==> src/rtl/ysyx_axi_rr_arbiter.sv <==
// Round-robin N-master to single AXI4 port arbiter, single-beat transfers.
// Optional response watchdog enabled by defining YSYX_BUS_TIMEOUT_EN.
module ysyx_axi_rr_arbiter #(
   parameter int NUM_M   = 2,
   parameter int ADDR_W  = 32,
   parameter int DATA_W  = 32,
   parameter int TIMEOUT = 1023
) (
   input  logic                     clk,
   input  logic                     rst,
   input  logic [NUM_M-1:0]         m_req,
   input  logic [NUM_M-1:0]         m_we,
   input  logic [NUM_M*ADDR_W-1:0]  m_addr,
   input  logic [NUM_M*DATA_W-1:0]  m_wdata,
   input  logic [NUM_M*4-1:0]       m_strb,
   output logic [NUM_M-1:0]         m_done,
   output logic [DATA_W-1:0]        m_rdata,
   output logic                     m_err,
   output logic [NUM_M-1:0]         grant,
   output logic                     io_master_arvalid,
   input  logic                     io_master_arready,
   output logic [ADDR_W-1:0]        io_master_araddr,
   output logic [3:0]               io_master_arid,
   output logic [7:0]               io_master_arlen,
   output logic [2:0]               io_master_arsize,
   output logic [1:0]               io_master_arburst,
   input  logic                     io_master_rvalid,
   output logic                     io_master_rready,
   input  logic [1:0]               io_master_rresp,
   input  logic [63:0]              io_master_rdata,
   input  logic                     io_master_rlast,
   input  logic [3:0]               io_master_rid,
   output logic                     io_master_awvalid,
   input  logic                     io_master_awready,
   output logic [ADDR_W-1:0]        io_master_awaddr,
   output logic [3:0]               io_master_awid,
   output logic [7:0]               io_master_awlen,
   output logic [2:0]               io_master_awsize,
   output logic [1:0]               io_master_awburst,
   output logic                     io_master_wvalid,
   input  logic                     io_master_wready,
   output logic [63:0]              io_master_wdata,
   output logic [7:0]               io_master_wstrb,
   output logic                     io_master_wlast,
   input  logic                     io_master_bvalid,
   output logic                     io_master_bready,
   input  logic [1:0]               io_master_bresp,
   input  logic [3:0]               io_master_bid
);

   localparam int PW = (NUM_M > 1) ? $clog2(NUM_M) : 1;

   typedef enum logic [2:0] {
      IDLE, RADDR, RDATA, WREQ, WRESP
   } state_t;

   state_t              state, nxt;
   logic [PW-1:0]       ptr, win, pick;
   logic                any;
   logic [ADDR_W-1:0]   lat_addr;
   logic [DATA_W-1:0]   lat_wd;
   logic [3:0]          lat_strb;
   logic                aw_ok, w_ok;
   logic                rd_fin, wr_fin, fin;
   logic                to_hit, tmo;
   logic [2:0]          size;
   logic                unused;

   assign unused = ^{io_master_rlast, io_master_rid, io_master_bid};

   // First requester at or after the rotating pointer.
   always_comb begin
      int j;
      any  = 1'b0;
      pick = '0;
      j    = 0;
      for (int i = 0; i < NUM_M; i++) begin
         j = int'(ptr) + i;
         if (j >= NUM_M) j = j - NUM_M;
         if (!any && m_req[j]) begin
            any  = 1'b1;
            pick = PW'(j);
         end
      end
   end

   assign rd_fin = (state == RDATA) && io_master_rvalid;
   assign wr_fin = (state == WRESP) && io_master_bvalid;
   assign fin    = rd_fin || wr_fin;

`ifdef YSYX_BUS_TIMEOUT_EN
   localparam int CW = $clog2(TIMEOUT + 1);
   logic [CW-1:0] cnt;

   always_ff @(posedge clk) begin
      if (rst || state == IDLE) cnt <= '0;
      else                      cnt <= cnt + 1'b1;
   end

   assign to_hit = (state != IDLE) && (cnt == CW'(TIMEOUT - 1));
`else
   assign to_hit = 1'b0;
`endif

   // A genuine completion in the same cycle beats the watchdog.
   assign tmo = to_hit && !fin;

   always_ff @(posedge clk) begin
      if (rst) state <= IDLE;
      else     state <= nxt;
   end

   always_comb begin
      nxt = state;
      unique case (state)
         IDLE:  if (any) nxt = m_we[pick] ? WREQ : RADDR;
         RADDR: if (io_master_arready) nxt = RDATA;
         RDATA: if (io_master_rvalid) nxt = IDLE;
         WREQ:  if ((aw_ok || io_master_awready) &&
                    (w_ok || io_master_wready)) nxt = WRESP;
         WRESP: if (io_master_bvalid) nxt = IDLE;
         default: nxt = IDLE;
      endcase
      if (tmo) nxt = IDLE;
   end

   always_comb begin
      io_master_arvalid = 1'b0;
      io_master_rready  = 1'b0;
      io_master_awvalid = 1'b0;
      io_master_wvalid  = 1'b0;
      io_master_bready  = 1'b0;
      grant             = '0;
      if (state != IDLE) grant[win] = 1'b1;
      unique case (state)
         RADDR: io_master_arvalid = 1'b1;
         RDATA: io_master_rready  = 1'b1;
         WREQ: begin
            io_master_awvalid = !aw_ok;
            io_master_wvalid  = !w_ok;
         end
         WRESP: io_master_bready = 1'b1;
         default: ;
      endcase
   end

   always_ff @(posedge clk) begin
      if (rst) begin
         ptr      <= '0;
         win      <= '0;
         lat_addr <= '0;
         lat_wd   <= '0;
         lat_strb <= '0;
         aw_ok    <= 1'b0;
         w_ok     <= 1'b0;
         m_done   <= '0;
         m_err    <= 1'b0;
         m_rdata  <= '0;
      end else begin
         m_done <= '0;
         if (state == IDLE) begin
            aw_ok <= 1'b0;
            w_ok  <= 1'b0;
            if (any) begin
               win      <= pick;
               lat_addr <= m_addr[pick*ADDR_W +: ADDR_W];
               lat_wd   <= m_wdata[pick*DATA_W +: DATA_W];
               lat_strb <= m_strb[pick*4 +: 4];
            end
         end
         if (state == WREQ) begin
            if (io_master_awvalid && io_master_awready) aw_ok <= 1'b1;
            if (io_master_wvalid && io_master_wready)   w_ok  <= 1'b1;
         end
         if (fin || tmo) begin
            m_done[win] <= 1'b1;
            ptr <= (win == PW'(NUM_M - 1)) ? '0 : win + 1'b1;
         end
         if (rd_fin) begin
            m_rdata <= lat_addr[2] ? io_master_rdata[63:32]
                                   : io_master_rdata[31:0];
            m_err   <= |io_master_rresp;
         end else if (wr_fin) begin
            m_err <= |io_master_bresp;
         end else if (tmo) begin
            m_err   <= 1'b1;
            m_rdata <= '0;
         end
      end
   end

   always_comb begin
      case (lat_strb)
         4'h1:    size = 3'd0;
         4'h3:    size = 3'd1;
         default: size = 3'd2;
      endcase
   end

   assign io_master_araddr  = lat_addr;
   assign io_master_arid    = 4'(win);
   assign io_master_arlen   = 8'd0;
   assign io_master_arsize  = size;
   assign io_master_arburst = 2'b01;

   assign io_master_awaddr  = lat_addr;
   assign io_master_awid    = 4'(win);
   assign io_master_awlen   = 8'd0;
   assign io_master_awsize  = size;
   assign io_master_awburst = 2'b01;

   assign io_master_wdata = {lat_wd, lat_wd};
   assign io_master_wstrb = lat_addr[2] ? {lat_strb, 4'b0}
                                        : {4'b0, lat_strb};
   assign io_master_wlast = 1'b1;

endmodule

==> config.mk <==
export PLATFORM = sky130hd
export DESIGN_NAME = ysyx_axi_rr_arbiter
export DESIGN_NICKNAME = d
export VERILOG_FILES = /design/src/rtl/ysyx_axi_rr_arbiter.sv
export SDC_FILE = /design/constraint.sdc
export NUM_CORES = 1
export LEC_CHECK = 0
export BUFFER_PORTS_ARGS = -buffer_cell sky130_fd_sc_hd__buf_2
export CAP_MARGIN = 20
export CORE_AREA = 2 2 170 172
export CTS_CLUSTER_SIZE = 40
export DETAILED_ROUTE_END_ITERATION = 8
export DIE_AREA = 0 0 172 174
export SLEW_MARGIN = 20
export SYNTH_ARGS = -nofsm -noshare
export SYNTH_HDL_FRONTEND = slang
export SYNTH_SLANG_ARGS = --single-unit
==> constraint.sdc <==
create_clock -name clk -period 4 [get_ports clk]
set_clock_uncertainty 0.15 [all_clocks]
set_input_delay 0.8 -clock clk [delete_from_list [all_inputs] [get_ports clk]]
set_output_delay 0.8 -clock clk [all_outputs]
set_load 0.005 [all_outputs]
==> impl_results.md <==
* Antenna Nets Post-Route at 0
* Vias at 5870
* All-Layer GR Usage at around 13%
* RSZ-0062 raised after global routing: false
* Final Setup Violations at 0
* Hold_sp: m_err
* VDD IR max at 0.277 mV
* Clock sinks at 110
* Cells after Synth at about 700
* Worst Tran Pin Value at around 0.74 ns
* Crit start category: register
* Post-CTS Setup Bufs at 0
* Sequential area share after synthesis at between 30 and 40%
* Fin util at ~29%
* Total gr overflow at 0
* DP Wirelength at roughly 15000 µm
* Buffers on Ports at slightly below 400
* Max-cap violations at 0
* FMAX at about 390 MHz
* YS warnings at 0
* Syn_area_per_cell at a little under 9 µm²
* Num rows at 62
* Slew Limit Fails at 0
* Area Overhead vs Synth at 32.2%
* Routability Congestion at between 0.7 and 0.8
* Fillers at 3096
* Clock Pin Slew Worst Setup and Hold Paths at roughly 0.080 ns
* Initial antenna violation count at 2
* Post-cts resize count at 0
* Req. time, crit path at 3.05 ns
* Tcrit/Tclk final at roughly 65%
* DIE AREA at around 30000 µm²
* DR DRC count at 0
* Pwr dens at 614 nW/µm²
* Root buffer cell: clkbuf_16
* Final hold vios at 0
* R2R Path End: io_master_araddr[24]
* Global-route wire length before repair at 28700 µm
* Drt first-iter violations at 290
* Status: completed
* Post-Syn Area at approximately 6100 µm²
* Crit path DAT at 1.64 ns
* TritonCTS clock tree: built
* Vias per inst at about 4.2
* Worst setup EP type: output port
* Worst r2r path cells at 5
* Worst skew pair latency at 0.35 ns
* Setup slack, reg-to-reg at about 1.6 ns
* Yosys reg bits at between 100 and 150
* Slew HR at 50.5%
* End of the worst hold path: m_err
* Minimum clock period at 2.59 ns
* Setup CP Type: register to output port
* NumNets Final at roughly 1.2k
* DRT Pass-1 Iters at 4
* Ports at ~440
* Cts hold-fix bufs at 0
* Share of cells above drive strength 1 at 49.2%
* Leakage at between 3 and 4 nW
* Setup TNS at 0 ns
* R2R Path Start: state[2]
* Die X-Extent at around 170 µm
* Drt total wl at roughly 20000 µm
* Pin count of the biggest net entering global routing at 68
* TritonCTS Buffers at 9
* Floorplan core area at between 20000 and 30000 µm²
* Distinct cells, synth at 36
* Initial Util at a little over a fifth
* Min-delay worst type: register to register
* Hold path cells at 2
* Clock buffer depth at 2
* Chip height at around 170 µm
* CTS H-tree lvls at 3
* Number of global-route vias before repair at 5132
* Drt wl/cell at 14.7 µm
* Crit-path max FO at 4
==> layout by cell type (no fill, tap or decap), types with 9 or more instances in the layout <==
cell / count
a211oi_1: 33
a311oi_2: 61
buf_2: 397
buf_4: 9
clkbuf_16: 9
conb_1: 29
dfxtp_1: 109
mux2i_1: 34
nand2_1: 138
nor2_1: 111
==> cells in the mapped netlist <==
cell       count  area (µm²)
nor3b_1        3        22.5
o21ai_0        5        25.0
nor4b_1        1        8.76
or3b_2         1        8.76
and2_1         5        31.3
clkbuf_2       1        5.00
inv_1          5        18.8
a311oi_2      61         916
nor2b_1        4        25.0
nand2b_1       3        18.8
dfxtp_1      110        2200
mux2i_1       34         340
and4bb_2       1        12.5
nor3_4         1        16.3
conb_1         2        7.51
a211o_1        1        8.76
a211oi_1      33         248
a311oi_1       7        61.3
and3b_1        2        17.5
o22a_1         1        8.76
o2111a_1       1        11.3
a2bb2oi_1      1        8.76
buf_2         13        65.1
o21a_2         1        8.76
o311ai_1       1        8.76
nor3_1         1        5.00
clkbuf_1      27         101
nor2_1       111         417
buf_6          8        90.1
a21oi_1        6        30.0
and3_1         2        12.5
o211ai_1       1        7.51
or3_1          1        6.26
buf_4        105         788
nand2_1      139         522
nand3b_1       3        22.5
==> per-stage QoR <==
step                worst slack, ns  hold slack [ns]  area [µm²]  instances  total power [mW]
global route                   1.33            0.338        8080       1385              5.33
global placement               1.44            0.310        7760       1368              4.01
floorplan                      1.96            0.301        6210        729              3.49
finish                         1.41            0.325        8080       1385              4.96
detailed placement             1.44            0.312        7760       1368              4.04
CTS                            1.42            0.325        8070       1383              5.04
==> cell families (layout without fill, tap and decap cells) <==
logic type             after synthesis  count (layout)  synth area share [%]
other                                2              31                 0.123
AND/OR/NAND/NOR                    278             278                  18.8
flip-flops                         110             110                  36.1
multiplexers                        34              34                  5.57
buffers and inverters              159             429                  17.5
AO/OA/AOI/OAI                      119             119                  22.0
==> final cells by class <==
cell class                      count  area, µm²  share of cell area, %
Antenna cell                        2       5.00                 0.0620
Clock buffer                       10        239                   2.96
Clock inverter                      5       66.3                  0.821
Inverter                            5       18.8                  0.232
Multi-Input combinational cell    460       2950                   36.5
Sequential cell                   110       2200                   27.3
Tap cell                          384        480                   5.95
Timing Repair Buffer              409       2110                   26.2
==> how the worst max path moves through the flow <==
stage	startpoint	endpoint	slack, ns
floorplan	lat_strb[0]	io_master_awsize[0]	1.96
global placement	m_req[0]	io_master_araddr[10]	1.44
detailed placement	m_req[0]	io_master_araddr[10]	1.44
CTS	lat_strb[0]	io_master_arsize[0]	1.42
global route	lat_strb[0]	io_master_arsize[0]	1.33
finish	lat_strb[3]	io_master_arsize[0]	1.41
==> flip-flops by register name, summed over array words and instances (netlist names) <==
name,flops
io_master_araddr,32
lat_wd,32
m_rdata,32
lat_strb,4
state,3
m_done,2
aw_ok,1
m_err,1
ptr,1
w_ok,1
win,1
==> power breakdown <==
group	switching (mW)	total, mW	internal (mW)
Sequential	0.326	1.77	1.44
Combinational	1.19	2.22	1.03
Clock	0.459	0.970	0.510
Total	1.97	4.96	2.99
==> critical path: stages (launching register included) <==
cell     delay [ns]
dfxtp_1        0.37
or3b_2         0.52
nor2_1         0.23
buf_2          0.17
==> routing by layer <==
metal,up-vias,part of all wire (%),global-route usage [%]
met4,0,0.92,4.06
met2,289,49,22.2
met1,2703,42,15.2
met3,10,8.3,2.44
li1,2868,-,-
met5,-,0,0
No activity file was read; power rests on OpenSTA's default activity.
